===== config.mk =====
export PLATFORM = sky130hd
export DESIGN_NAME = i2c_scl_responder
export DESIGN_NICKNAME = d
export VERILOG_FILES = /design/src/rtl/i2c_scl_responder.sv
export SDC_FILE = /design/constraint.sdc
export NUM_CORES = 1
export LEC_CHECK = 0
export ABC_AREA = 1
export BUFFER_PORTS_ARGS = -buffer_cell sky130_fd_sc_hd__buf_2
export CAP_MARGIN = 5
export CORE_AREA = 5 5 99 83
export DETAILED_ROUTE_END_ITERATION = 8
export DIE_AREA = 0 0 104 88
export PLACE_DENSITY = 0.82
export SYNTH_ARGS = -nofsm -noshare
export SYNTH_HDL_FRONTEND = slang
export SYNTH_SLANG_ARGS = --single-unit

===== constraint.sdc =====
create_clock -name i_sys_clk -period 1.45 [get_ports i_sys_clk]
set_input_delay 0.145 -clock i_sys_clk [delete_from_list [all_inputs] [get_ports i_sys_clk]]
set_output_delay 0.145 -clock i_sys_clk [all_outputs]
set_load 0.05 [all_outputs]

===== src/rtl/i2c_scl_responder.sv =====
`default_nettype none
// ============================================================================
//  Module   : i2c_scl_responder
//  Purpose  : I2C target-side SCL front end. It synchronizes and
//             glitch-filters SCL/SDA, reports SCL edges and START/STOP
//             conditions, tracks bus-busy, and measures the SCL rise-to-rise
//             period. It also stretches SCL (open-drain low) on backend
//             request, with a timeout.
//  Revision : 1.0 - initial release
// ----------------------------------------------------------------------------
//  Ports
//    i_sys_clk       system clock (only clock)
//    i_rst_n         asynchronous active-low reset
//    i_enable        block enable (sync/filter keep running when low)
//    i_scl_in        SCL pad input, asynchronous
//    i_sda_in        SDA pad input, asynchronous
//    i_hold_req      backend request to hold SCL low
//    o_scl_oe        1 = drive SCL pad low
//    o_scl_rise      pulse on filtered SCL rise
//    o_scl_fall      pulse on filtered SCL fall
//    o_start         pulse on START / repeated START
//    o_stop          pulse on STOP
//    o_bus_busy      high between START and STOP
//    o_stretching    high while the stretch FSM is in STRETCH
//    o_period[15:0]  last measured SCL rise-to-rise period (cycles)
//    o_period_valid  pulse when o_period updates
//    o_timeout       pulse when a stretch is forcibly ended
// ============================================================================
module i2c_scl_responder #(
  parameter int          SYNC_STAGES = 2,
  parameter int          FILTER_LEN  = 3,
  parameter logic [15:0] TIMEOUT_CYC = 16'd50000
) (
  input  logic        i_sys_clk,
  input  logic        i_rst_n,
  input  logic        i_enable,
  input  logic        i_scl_in,
  input  logic        i_sda_in,
  input  logic        i_hold_req,
  output logic        o_scl_oe,
  output logic        o_scl_rise,
  output logic        o_scl_fall,
  output logic        o_start,
  output logic        o_stop,
  output logic        o_bus_busy,
  output logic        o_stretching,
  output logic [15:0] o_period,
  output logic        o_period_valid,
  output logic        o_timeout
);

  localparam logic [3:0] C_FILTER_LEN = 4'(FILTER_LEN);

  typedef enum logic [1:0] {
    ST_IDLE    = 2'd0,
    ST_ARMED   = 2'd1,
    ST_STRETCH = 2'd2,
    ST_RELEASE = 2'd3
  } state_e;

  // Line index 0 = SCL, 1 = SDA.
  logic [1:0]             w_pad;
  logic [SYNC_STAGES-1:0] sync_q [2];
  logic [SYNC_STAGES-1:0] sync_d [2];
  logic [3:0]             fcnt_q [2];
  logic [3:0]             fcnt_d [2];
  logic [1:0]             filt_q, filt_d;
  logic [1:0]             filt_prev_q, filt_prev_d;

  logic        scl_rise_q, scl_rise_d;
  logic        scl_fall_q, scl_fall_d;
  logic        start_q, start_d;
  logic        stop_q, stop_d;
  logic        bus_busy_q, bus_busy_d;
  logic [15:0] per_cnt_q, per_cnt_d;
  logic [15:0] period_q, period_d;
  logic        period_valid_q, period_valid_d;
  logic        first_q, first_d;
  logic        w_scl_hi_both;
  logic [15:0] w_per_inc;

  state_e      state_q, state_d;
  logic [15:0] stretch_cnt_q, stretch_cnt_d;
  logic        w_timeout;

  assign w_pad = {i_sda_in, i_scl_in};

  // Synchronizer, glitch filter, edge/condition detection, period counter.
  always_comb begin
    for (int i = 0; i < 2; i++) begin
      sync_d[i] = {sync_q[i][SYNC_STAGES-2:0], w_pad[i]};
      filt_d[i] = filt_q[i];
      fcnt_d[i] = 4'd0;
      // Count consecutive disagreeing samples; any agreeing sample clears.
      if (sync_q[i][SYNC_STAGES-1] != filt_q[i]) begin
        if (fcnt_q[i] + 4'd1 == C_FILTER_LEN) begin
          filt_d[i] = sync_q[i][SYNC_STAGES-1];
        end else begin
          fcnt_d[i] = fcnt_q[i] + 4'd1;
        end
      end
    end
    filt_prev_d = filt_q;

    // SCL high now and last cycle: excludes a simultaneous SCL/SDA change.
    w_scl_hi_both = filt_q[0] & filt_prev_q[0];
    scl_rise_d    = i_enable & filt_q[0] & ~filt_prev_q[0];
    scl_fall_d    = i_enable & ~filt_q[0] & filt_prev_q[0];
    start_d       = i_enable & w_scl_hi_both & ~filt_q[1] & filt_prev_q[1];
    stop_d        = i_enable & w_scl_hi_both & filt_q[1] & ~filt_prev_q[1];

    bus_busy_d = bus_busy_q;
    if (start_q) bus_busy_d = 1'b1;
    if (stop_q)  bus_busy_d = 1'b0;
    if (!i_enable) bus_busy_d = 1'b0;

    w_per_inc      = (per_cnt_q == 16'hFFFF) ? 16'hFFFF : per_cnt_q + 16'd1;
    per_cnt_d      = w_per_inc;
    period_d       = period_q;
    period_valid_d = 1'b0;
    first_d        = first_q;
    if (scl_rise_q) begin
      per_cnt_d = 16'd0;
      // The first rise only starts a measurement window.
      if (first_q) begin
        first_d = 1'b0;
      end else begin
        period_d       = w_per_inc;
        period_valid_d = 1'b1;
      end
    end
    if (start_q) first_d = 1'b1;
    if (!i_enable) begin
      per_cnt_d      = 16'd0;
      period_valid_d = 1'b0;
      first_d        = 1'b1;
    end
  end

  // Stretch FSM.
  always_comb begin
    state_d       = state_q;
    stretch_cnt_d = stretch_cnt_q;
    w_timeout     = 1'b0;
    case (state_q)
      ST_IDLE: begin
        if (scl_fall_q && i_hold_req) begin
          state_d       = ST_STRETCH;
          stretch_cnt_d = 16'd0;
        end else if (i_hold_req && filt_q[0]) begin
          state_d = ST_ARMED;
        end
      end
      ST_ARMED: begin
        if (scl_fall_q && i_hold_req) begin
          state_d       = ST_STRETCH;
          stretch_cnt_d = 16'd0;
        end else if (!i_hold_req) begin
          state_d = ST_IDLE;
        end
      end
      ST_STRETCH: begin
        if (!i_hold_req) begin
          state_d = ST_RELEASE;
        end else if (stretch_cnt_q == TIMEOUT_CYC) begin
          state_d   = ST_RELEASE;
          w_timeout = 1'b1;
        end else begin
          stretch_cnt_d = stretch_cnt_q + 16'd1;
        end
      end
      ST_RELEASE: begin
        // Backend request is ignored until the master raises SCL again.
        if (scl_rise_q) state_d = ST_IDLE;
      end
      default: state_d = ST_IDLE;
    endcase
    if (stop_q || !i_enable) begin
      state_d   = ST_IDLE;
      w_timeout = 1'b0;
    end
  end

  always_ff @(posedge i_sys_clk or negedge i_rst_n) begin
    if (!i_rst_n) begin
      for (int i = 0; i < 2; i++) begin
        sync_q[i] <= '1;
        fcnt_q[i] <= 4'd0;
      end
      filt_q         <= 2'b11;
      filt_prev_q    <= 2'b11;
      scl_rise_q     <= 1'b0;
      scl_fall_q     <= 1'b0;
      start_q        <= 1'b0;
      stop_q         <= 1'b0;
      bus_busy_q     <= 1'b0;
      per_cnt_q      <= 16'd0;
      period_q       <= 16'd0;
      period_valid_q <= 1'b0;
      first_q        <= 1'b1;
      state_q        <= ST_IDLE;
      stretch_cnt_q  <= 16'd0;
    end else begin
      for (int i = 0; i < 2; i++) begin
        sync_q[i] <= sync_d[i];
        fcnt_q[i] <= fcnt_d[i];
      end
      filt_q         <= filt_d;
      filt_prev_q    <= filt_prev_d;
      scl_rise_q     <= scl_rise_d;
      scl_fall_q     <= scl_fall_d;
      start_q        <= start_d;
      stop_q         <= stop_d;
      bus_busy_q     <= bus_busy_d;
      per_cnt_q      <= per_cnt_d;
      period_q       <= period_d;
      period_valid_q <= period_valid_d;
      first_q        <= first_d;
      state_q        <= state_d;
      stretch_cnt_q  <= stretch_cnt_d;
    end
  end

  assign o_scl_oe       = (state_q == ST_STRETCH);
  assign o_stretching   = (state_q == ST_STRETCH);
  assign o_scl_rise     = scl_rise_q;
  assign o_scl_fall     = scl_fall_q;
  assign o_start        = start_q;
  assign o_stop         = stop_q;
  assign o_bus_busy     = bus_busy_q;
  assign o_period       = period_q;
  assign o_period_valid = period_valid_q;
  assign o_timeout      = w_timeout;

endmodule
`default_nettype wire


After elaboration in Yosys (flattened, before gate mapping)

Cells that the tools add are included.

Register bits after elaboration: 73
Input port bits: 6
Output and inout bits: 25
Word-level logic and storage cells: 100

Add/sub/neg operators: 4
Eq/ne operators: 18
Mux-type cells: 33
Bitwise gates (word level): 15
Reductions and logical operators: 12

Operators by type and width:

| cell                                                | count |
|---|---|
| 2-to-1 mux 16 bit                                   | 6 |
| adder 16 x 1 -> 16 bit, second input constant       | 2 |
| equality test 16 bit, second input constant         | 2 |
| case mux 16 bit (2 select lines)                    | 1 |
| 2-to-1 mux 2 bit                                    | 8 |
| 2-to-1 mux 4 bit                                    | 4 |
| 2-to-1 mux 1 bit                                    | 13 |
| AND 1 bit                                           | 10 |
| adder 4 x 1 -> 4 bit, second input constant         | 2 |
| equality test 4 x 2 -> 1 bit, second input constant | 2 |
| != test 4 bit, second input constant                | 2 |
| case mux 2 bit (4 select lines)                     | 1 |
| AND reduction 4 bit                                 | 2 |
| != test 3 x 1 -> 1 bit, second input constant       | 2 |
| AND reduction 2 bit                                 | 3 |
| inverter 1 bit                                      | 5 |
| equality test 2 bit, second input constant          | 2 |
| != test 2 bit, second input constant                | 2 |
| != test 4 x 2 -> 1 bit, second input constant       | 1 |
| != test 3 bit, second input constant                | 1 |
| equality test 2 x 1 -> 1 bit, second input constant | 1 |
| logical AND 1 bit                                   | 2 |
| zero test 2 bit                                     | 1 |
| != test 1 bit                                       | 2 |
| 5 further kinds                                     | 5 |

Longest topological paths before layout

Gate-level depths: netlist (run 1).

Depth after elaboration: 5
Depth in mapped cells: 13
Gate-level depth less buffers: 12

Worst setup path after synthesis (run 1)

No wires, ideal clock.

Path kind: flip-flop to output port
Start: register stretch_cnt_q[0]
End: output port o_timeout
Data arrival time: 2405 ps
Required time: 1305 ps
Setup slack: -1100 ps
Cell stages (with the launch flop): 9
Cell sequence: dfrtp_1 -> inv_1 -> ha_1 -> inv_1 -> nor2_1 -> nand2_1 -> nor2_2 -> nand2_2 -> nor4_1

Cells in the longest elaborated chain, start to end: 5

Ends and longest elaborated chain:

| element                  | line | RTL |
|---|---|---|
| start: declaration       | 83   | `logic [15:0] stretch_cnt_q, stretch_cnt_d;` |
| start signal: assignment | 220  | `stretch_cnt_q <= stretch_cnt_d;` |
| equality test 16 bit     | 165  | `end else if (stretch_cnt_q == TIMEOUT_CYC) begin` |
| 2-to-1 mux 1 bit         | 165  |  |
| 2-to-1 mux 1 bit         | 163  | `if (!i_hold_req) begin` |
| 2-to-1 mux 1 bit         | 145  | `case (state_q)` |
| 2-to-1 mux 1 bit         | 178  | `if (stop_q \|\| !i_enable) begin` |
| end: declaration         | 49   | `output logic o_timeout` |

Every way passes these cells.

Worst setup path in the final report (run 1)

Start: register stretch_cnt_q[1]
End: output port o_timeout

The elaborated chain is that of the path after synthesis.

==> reports/metrics.cfg, run 1 <==
[sta]
drv_slew=0
fin_worst_skew_ns=0.00922
slew_headroom=0.730
hold_viol_final=0
setup_viol=29
clock.fmax_ghz=0.523
fin_crit_sh=1.32
rsz0062_at_grt=true
whs_ns=0.0330
worstMarginPinSlew_ns=0.405
fin_ws_ns=-0.463
min_period_ns=1.91

[pwr]
power_density_nw_per_um2=1390
p_leak_nw=2.46
ir_worst_vdd_uv=840
power_w=0.00698

[logic_synthesis]
yosysMostFrequentCell=nand2_1
synth_simple_gate_area_frac=0.307
ys_async_sr_fraction=1.00
synth_top_family_by_area=simple AND/OR/NAND/NOR gates
syn_avg_cell_area_um2=7.91
synth_ff_type=dfrtp_1
synth_common_cells=nand2_1, nor2_1, dfrtp_1
yosysTopAreaCell=dfrtp_1
netlist.area_leader.share=0.431
synth-seq-cells=73
synth_cells=470
yosys.cell_types.count=32
synth_fa_ha_area_frac=0.0236
synth_compound_area_frac=0.0505
ys_warn_count=0
ys_top_cells_by_area=dfrtp_1, nand2_1, nor2_1
synth.area.mux_share=0
synth_area_um2=3720
synth_edf_count=0
syn-num-nets=483
synth_xor_area_frac=0.0518
ys_seq_area_frac=0.494

[floorplanning]
die_h_um=88
pin_count=31
dieWidth_um=104
rows=28
die_area_um2=9150
core-area_um2=7150
start_util=0.520

[routing]
route.detailed.drc=0
wl_per_cell_um=16.3
avgViaCountPerCell=5.55
num_vias=3610
drtIter0Drc=347
ant_nets=0
drtPass1Iterations=5
wl_mm=10.6

[clock_tree]
cts_tree=built
cts.sinks=73
clk_pin_slew_worst_paths_ns=0.08
clk_latency_ns=0.36
cts_max_level=3
cts_buffers=9
max-clock-path-buffers=2
root_buffer=clkbuf_8

[place]
place_ws_ns=-0.153
io_buffers=30
hpwl_mm=6.18
gp_routability_congestion=0.907

[worst_setup_path]
worst-path-max-fanout=2
worstPathArrival_ns=1.77
worstSetupEndpointType=primary output
criticalPathCategory=reg2out
cp_data_required_time_ns=1.31
start_kind=flip-flop

[global_routing]
antenna_found_initial=0
grt_max_degree=74
grt_usage=0.213
globalRoute.totalOverflow=0
grt_pass1_vias=3421
grt_pass1_wl_mm=15.8

[hold_path]
hold_class=in2reg

[job]
cap_viol_max_count=0

[layout]
post-route-util=0.702
area_growth_pct=35.0
fill_cells=493
layout-drive-gt1-share=0.353
n_antenna_cell=0
fin_nets=569

[outcome]
status=complete, but fails checks
violations=setup timing

## per-stage QoR
| stage | std cells | cell area, µm² | TNS [ns] |
|---|---|---|---|
| final | 651 | 5020 | -5.36 |
| after CTS | 644 | 4680 | -2.22 |
| after detailed placement | 618 | 4220 | -2.12 |
| after global placement | 618 | 4220 | -0.448 |
| after global routing | 651 | 5020 | -8.49 |
| after floorplan | 470 | 3730 | -0.379 |
## report_power, final
part	switching (W)	total (W)	internal (W)
clock	0.000803	0.00178	0.000975
combinational	0.00162	0.00254	0.000917
sequential	0.000276	0.00266	0.00238
total	0.00270	0.00698	0.00428
## worst max-delay path, cell delays in order (launching register included)
cell and delay, ns:
dfrtp_1 0.41, inv_2 0.10, ha_4 0.14, inv_2 0.04, nor2_2 0.07, nand2_1 0.09
nor2_2 0.12, nand2_2 0.09, nor4_4 0.15, buf_6 0.20
## layout by cell type, fill, tap and decap left out, types with 8 or more instances in the layout
cell type and instances:
dfrtp_1 61, nor2_1 75, buf_2 27, nand2_4 10, nand3_2 11, buf_6 8, xnor2_1 9, xor2_1 13
nand2_2 19, inv_1 39, o21ai_2 13, nor2_2 10, nand3_1 23, buf_4 40, inv_2 10, o21ai_1 9
dfstp_2 9, nand4_1 9, nand2_1 95, clkbuf_8 9
## final cells by class
cell class              instances  area, µm²  share of cell area
clock buffers                  10        128              0.0254
flip-flops and latches         73       1840               0.367
well taps                      90        113              0.0224
multi-input cells             336       1970               0.393
inverters                      53        229              0.0456
repair buffers                 82        626               0.125
repair inverters                1       16.3             0.00324
clock inverters                 6       92.6              0.0184
## cell families (layout without fill, tap and decap cells)
group           Yosys count  after routing
fa+ha+maj                 7              7
compound gates           36             36
flops                    73             73
buf+inv                  62            152
simple gates            270            271
xor+xnor                 22             22
## layer usage
metal / vias up / track usage / share of wire
li1: 1660 / - / -
met1: 1669 / 0.270 / 0.39
met2: 208 / 0.362 / 0.48
met3: 73 / 0.0560 / 0.083
met4: 0 / 0.0706 / 0.045
met5: - / 0 / 0
## state kept, by name, summed over array words and instances, names as in the netlist, 2 cells and up
signal and flops:
per_cnt_q 16, sync_d 2, state_q 2, o_period 16
fcnt_q 8, stretch_cnt_q 16, filt_prev_q 2, filt_prev_d 2
sync_q 2
## final timing paths
check	startpoint	endpoint	slack, ns	depth (start not counted)
max reg2reg	stretch_cnt_q[1]	stretch_cnt_q[11]	-0.29	13
min reg2reg	sync_d[1]	sync_q[1]	0.36	0
min in group asynchronous	i_rst_n	per_cnt_q[0]	0.33	3
min	i_enable	o_scl_fall	0.03	3
max	stretch_cnt_q[1]	o_timeout	-0.46	9
max in group asynchronous	i_rst_n	filt_prev_q[0]	0.77	3
## repair_timing
| action | 4_1_cts | 5_1_grt |
|---|---|---|
| setup buffers | 5 | 7 |
| setup endpoints to repair | 35 | 46 |
| endpoints found under the hold margin | 66 | 0 |
| cloned | 2 | 0 |
| resized for setup | 48 | 82 |
| pin swaps | 9 | 19 |
| hold buffers | 3 | 0 |
Power figures use the tool's default switching activity.
==> run 2: changes to the inputs <==
CORE_AREA = 5 5 112 93   (was 5 5 99 83)
DIE_AREA = 0 0 117 98   (was 0 0 104 88)
PLACE_DENSITY = 0.68   (was 0.82)
==> reports/metrics.cfg, run 2 (synthesis gave the netlist of run 1 again) <==
[sta]
whs_ns=0.0669  ; was 0.0330 ns
rsz0062_at_grt=true  ; unchanged
fin_ws_ns=-0.306  ; was -0.463 ns
slew_headroom=0.745  ; was 0.730
clock.fmax_ghz=0.569  ; was 0.523 GHz
min_period_ns=1.76  ; was 1.91 ns
drv_slew=0  ; unchanged
fin_worst_skew_ns=0.00693  ; was 0.00922 ns
setup_viol=18  ; was 29
worstMarginPinSlew_ns=0.382  ; was 0.405 ns
fin_crit_sh=1.21  ; was 1.32
hold_viol_final=0  ; unchanged

[layout]
area_growth_pct=37.1  ; was 35.0%
fin_nets=573  ; was 569
layout_commonest_cell=nand2_1  ; unchanged
n_antenna_cell=0  ; unchanged
final_cell_mix=nand2_1, nor2_1, dfrtp_1  ; unchanged
layout-drive-gt1-share=0.333  ; was 0.353

[clock_tree]
cts_buffers=9  ; unchanged
max-clock-path-buffers=2  ; unchanged
clk_pin_slew_worst_paths_ns=0.06  ; was 0.08 ns
cts_tree=built  ; unchanged
clk_latency_ns=0.33  ; was 0.36 ns
root_buffer=clkbuf_16  ; was clkbuf_8
cts_max_level=3  ; unchanged
cts.sinks=73  ; unchanged

[worst_setup_path]
worstPathArrival_ns=1.61  ; was 1.77 ns
r2r-start=stretch_cnt_q[1]  ; unchanged
criticalPathCategory=reg2out  ; unchanged
start_kind=flip-flop  ; unchanged
worst-path-max-fanout=2  ; unchanged
path_common_cell=inv_2
cp_data_required_time_ns=1.31  ; about the same
crit_slowest_cell=dfrtp_1  ; unchanged
crit_path_cell_trace=inv_2 -> ha_4 -> inv_2 -> nor2_1 -> nand2_1 -> nor2_2 -> nand2_2 -> nor4_4 -> buf_6  ; was inv_2 -> ha_4 -> inv_2 -> nor2_2 -> nand2_1 -> nor2_2 -> nand2_2 -> nor4_4 -> buf_6
cpPeakStageDelay_ns=0.40  ; was 0.41 ns
r2r_setup_slack_ns=-0.27  ; was -0.29 ns
worstSetupEndpointType=primary output  ; unchanged
r2r_cells=14  ; was 13
rr_endpoint=stretch_cnt_q[14]  ; was stretch_cnt_q[11]

[job]
cap_viol_max_count=0  ; unchanged

[global_routing]
grt_pass1_vias=3318  ; was 3,421
grt_pass1_wl_mm=15.5  ; was 15.8 mm
globalRoute.totalOverflow=0  ; unchanged
grt_max_degree=74  ; unchanged
antenna_found_initial=0  ; unchanged
grt_usage=0.168  ; was 0.213

[place]
io_buffers=30  ; unchanged
hpwl_mm=6.23  ; was 6.18 mm
gp_routability_congestion=0.924  ; was 0.907
place_ws_ns=-0.166  ; was -0.153 ns

[pwr]
p_leak_nw=2.51  ; was 2.46 nW
power_w=0.00726  ; was 0.00698 W
power_density_nw_per_um2=1420  ; was 1390 nW/µm²
ir_worst_vdd_uv=748  ; was 840 µV

[floorplanning]
die_h_um=98  ; was 88 µm
start_util=0.400  ; was 0.520
pin_count=31  ; unchanged
core-area_um2=9290  ; was 7150 µm²
die_area_um2=11500  ; was 9150 µm²
dieWidth_um=117  ; was 104 µm
rows=32  ; was 28

[routing]
wl_mm=9.12  ; was 10.6 mm
num_vias=3334  ; was 3,610
drtIter0Drc=186  ; was 347
route.detailed.drc=0  ; unchanged
avgViaCountPerCell=4.87  ; was 5.55
wl_per_cell_um=13.3  ; was 16.3 µm
ant_nets=0  ; unchanged
drtPass1Iterations=5  ; unchanged

[hold_path]
min_from=i_enable  ; unchanged
hold_class=in2reg  ; unchanged
whs_endpoint=o_scl_fall  ; unchanged
min_path_cells=3  ; unchanged

[outcome]
violations=setup timing  ; unchanged
status=complete, but fails checks  ; unchanged

## run 2: cell types whose count changed in the layout (fill, tap and decap cells not counted), sizes merged
cell,before,now
clkinvlp,2,1
bufinv,2,1
inv,50,52
buf,79,83
## run 2: area by class of cell
type,instances,area (µm²)
fillers,831,4190
multi-input cells,336,1920
flip-flops and latches,73,1840
repair buffers,86,641
clock buffers,10,239
inverters,53,223
well taps,119,149
clock inverters,6,73.8
repair inverters,1,16.3
## run 2: layer usage
metal | global-route usage | vias to the layer above | part of all wire
met3 | 0.0316 | 13 | 0.043
li1 | - | 1654 | -
met5 | 0 | - | 0
met4 | 0.0591 | 0 | 0.016
met2 | 0.263 | 69 | 0.48
met1 | 0.232 | 1598 | 0.46
## run 2: critical path, delay by kind of cell, from the launching register on
| family | cells | cell delay (ns) |
|---|---|---|
| adders and majority gates | 1 | 0.13 |
| buffers and inverters | 3 | 0.31 |
| DFF | 1 | 0.40 |
| and+or+nand+nor | 5 | 0.44 |
## run 2: power by group
group / total [W] / leakage [nW] / internal [W] / switching, W
combinational: 0.00230 / 1.38 / 0.000828 / 0.00148
sequential: 0.00265 / 0.971 / 0.00239 / 0.000263
clock: 0.00231 / 0.154 / 0.00140 / 0.000909
## run 2: worst max-delay path by stage
stage | start | end | slack (ns) | cells after the start
floorplan | stretch_cnt_q[0] | o_timeout | -0.20 | 8
global placement | stretch_cnt_q[0] | o_timeout | -0.08 | 9
detailed placement | stretch_cnt_q[1] | stretch_cnt_q[0] | -0.17 | 12
CTS | stretch_cnt_q[1] | o_timeout | -0.31 | 9
global route | stretch_cnt_q[1] | o_timeout | -0.43 | 9
finish | stretch_cnt_q[1] | o_timeout | -0.31 | 9
## run 2: timing repair
item,4_1_cts,5_1_grt
endpoints found under the setup margin,22,51
hold buffers,3,0
pin swaps,8,11
cloned,2,0
hold endpoints to repair,66,0
setup buffers,3,6
resized for setup,41,63
## run 2: through the flow
stage               cells  area, µm²  utilization  TNS (ns)
CTS                   678       4830        0.520     -1.82
finish                684       5100        0.549     -4.34
global route          684       5100        0.549     -6.38
global placement      654       4310        0.464    -0.591
detailed placement    654       4310        0.464     -1.45
floorplan             470       3730            -    -0.379
==> run 3: changes to the inputs <==
REMOVE_ABC_BUFFERS = 1   (was not set)
==> reports/metrics.cfg, run 3 (synthesis gave the netlist of run 1 again) <==
[global_routing]
antenna_found_initial=0  ; unchanged
grt_pass1_wl_mm=15.3  ; was 15.5 mm
globalRoute.totalOverflow=0  ; unchanged
grt_usage=0.168  ; about the same
grt_max_degree=33  ; was 74
grt_pass1_vias=3236  ; was 3,318

[routing]
avgViaCountPerCell=4.89  ; was 4.87
num_vias=3305  ; was 3,334
ant_nets=0  ; unchanged
wl_mm=9.38  ; was 9.12 mm
drtIter0Drc=141  ; was 186
drtPass1Iterations=4  ; was 5
wl_per_cell_um=13.9  ; was 13.3 µm
route.detailed.drc=0  ; unchanged

[floorplanning]
start_util=0.400  ; unchanged
rows=32  ; unchanged
die_area_um2=11500  ; unchanged
pin_count=31  ; unchanged
core-area_um2=9290  ; unchanged
dieWidth_um=117  ; unchanged
die_h_um=98  ; unchanged

[sta]
drv_slew=0  ; unchanged
slew_headroom=0.726  ; was 0.745
setup_viol=18  ; unchanged
worstMarginPinSlew_ns=0.411  ; was 0.382 ns
min_period_ns=1.77  ; was 1.76 ns
hold_viol_final=0  ; unchanged
setup_tns_ns=-2.14  ; was -4.34 ns
rsz0062_at_grt=true  ; unchanged
fin_worst_skew_ns=0.00912  ; was 0.00693 ns
clock.fmax_ghz=0.566  ; was 0.569 GHz
fin_ws_ns=-0.317  ; was -0.306 ns
fin_crit_sh=1.22  ; was 1.21

[hold_path]
min_from=i_enable  ; unchanged
hold_class=in2reg  ; unchanged

[clock_tree]
cts_tree=built  ; unchanged
root_buffer=clkbuf_16  ; unchanged
cts.sinks=73  ; unchanged
max-clock-path-buffers=2  ; unchanged
clk_pin_slew_worst_paths_ns=0.06  ; about the same
cts_max_level=3  ; unchanged
clk_latency_ns=0.34  ; was 0.33 ns
cts_buffers=9  ; unchanged

[worst_setup_path]
start_kind=flip-flop  ; unchanged
r2r-start=stretch_cnt_q[0]  ; was stretch_cnt_q[1]
cpPeakStageDelay_ns=0.39  ; was 0.40 ns
cp_data_required_time_ns=1.31  ; about the same
worst-path-max-fanout=2  ; unchanged
startpoint=stretch_cnt_q[0]  ; was stretch_cnt_q[1]
worstPathArrival_ns=1.62  ; was 1.61 ns
worstSetupEndpointType=primary output  ; unchanged
criticalPathCategory=reg2out  ; unchanged
crit_path_cell_trace=inv_2 -> ha_4 -> inv_2 -> nor2_2 -> nand2_1 -> nor2_2 -> nand2_2 -> nor4_2 -> buf_4  ; was inv_2 -> ha_4 -> inv_2 -> nor2_1 -> nand2_1 -> nor2_2 -> nand2_2 -> nor4_4 -> buf_6
crit_slowest_cell=dfrtp_1  ; unchanged

[place]
io_buffers=30  ; unchanged
gp_routability_congestion=0.924  ; unchanged
hpwl_mm=6.24  ; was 6.23 mm
place_inst=649  ; was 654

[layout]
post-route-util=0.534  ; was 0.549
layout-drive-gt1-share=0.298  ; was 0.333
fin_nets=565  ; was 573
n_antenna_cell=0  ; unchanged
layout_commonest_cell=nand2_1  ; unchanged
final_cell_mix=nand2_1, nor2_1, dfrtp_1  ; unchanged
area_growth_pct=33.4  ; was 37.1%
finalNonFillerCells=676  ; was 684

[pwr]
power_density_nw_per_um2=1450  ; was 1420 nW/µm²
ir_worst_vdd_uv=833  ; was 748 µV
power_w=0.00717  ; was 0.00726 W
p_leak_nw=2.42  ; was 2.51 nW

[job]
cap_viol_max_count=0  ; unchanged

[outcome]
violations=setup timing  ; unchanged
status=complete, but fails checks  ; unchanged

[run 3: cell types whose count changed in the layout (fill, tap and decap cells not counted), sizes merged]
cell | previous run | this run
buf | 83 | 75
clkbuf | 10 | 11
inv | 52 | 51
[run 3: worst paths after layout]
check / endpoint / slack [ns] / cells past startpoint
min reg2reg: sync_q[1] / 0.36 / 0
max in group asynchronous: sync_d[3] / 0.66 / 3
max reg2reg: stretch_cnt_q[3] / -0.14 / 13
min in group asynchronous: o_period[5] / 0.22 / 2
max: o_timeout / -0.32 / 9
min: o_scl_fall / 0.06 / 3
[run 3: where the power goes]
group | internal [W] | switching, W | total [W]
combinational | 0.000777 | 0.00143 | 0.00221
clock | 0.00143 | 0.000871 | 0.00230
sequential | 0.00239 | 0.000269 | 0.00266
total | 0.00460 | 0.00257 | 0.00717
[run 3: metrics by stage]
| stage | hold WS, ns | area, µm² | setup slack [ns] |
|---|---|---|---|
| after floorplan | -0.151 | 3650 | -1.10 |
| after global placement | 0.0412 | 4260 | -0.0888 |
| after detailed placement | 0.0436 | 4260 | -0.116 |
| after CTS | 0.0526 | 4750 | -0.336 |
| after global routing | 0.0774 | 4960 | -0.415 |
| final | 0.0643 | 4960 | -0.317 |
[run 3: layer usage]
| metal | routed length (µm) | track usage | vias up |
|---|---|---|---|
| li1 | - | - | 1645 |
| met1 | 4280 | 0.230 | 1569 |
| met2 | 4590 | 0.262 | 76 |
| met3 | 345 | 0.0452 | 15 |
| met4 | 161 | 0.0476 | 0 |
| met5 | 0 | 0 | - |
[run 3: area by class of cell]
cell class	instances	area, µm²
Multi-Input combinational cell	336	1840
Tap cell	119	149
Timing Repair inverter	1	16.3
Fill cell	856	4330
Clock inverter	5	61.3
Clock buffer	11	253
Timing Repair Buffer	78	567
Sequential cell	73	1840
Inverter	53	225
[run 3: worst max-delay path: cells and delay by family (launching register included)]
kind | cells | cell delay (ns)
and+or+nand+nor | 5 | 0.40
adders and majority gates | 1 | 0.14
DFF | 1 | 0.39
buffers and inverters | 3 | 0.35
[run 3: repair_timing]
action,in CTS,in global routing
gates resized for setup,35,51
setup endpoints to repair,25,52
setup buffers,1,6
hold buffers,3,0
pin swaps,6,9
cloned,2,0
hold endpoints to repair,56,0
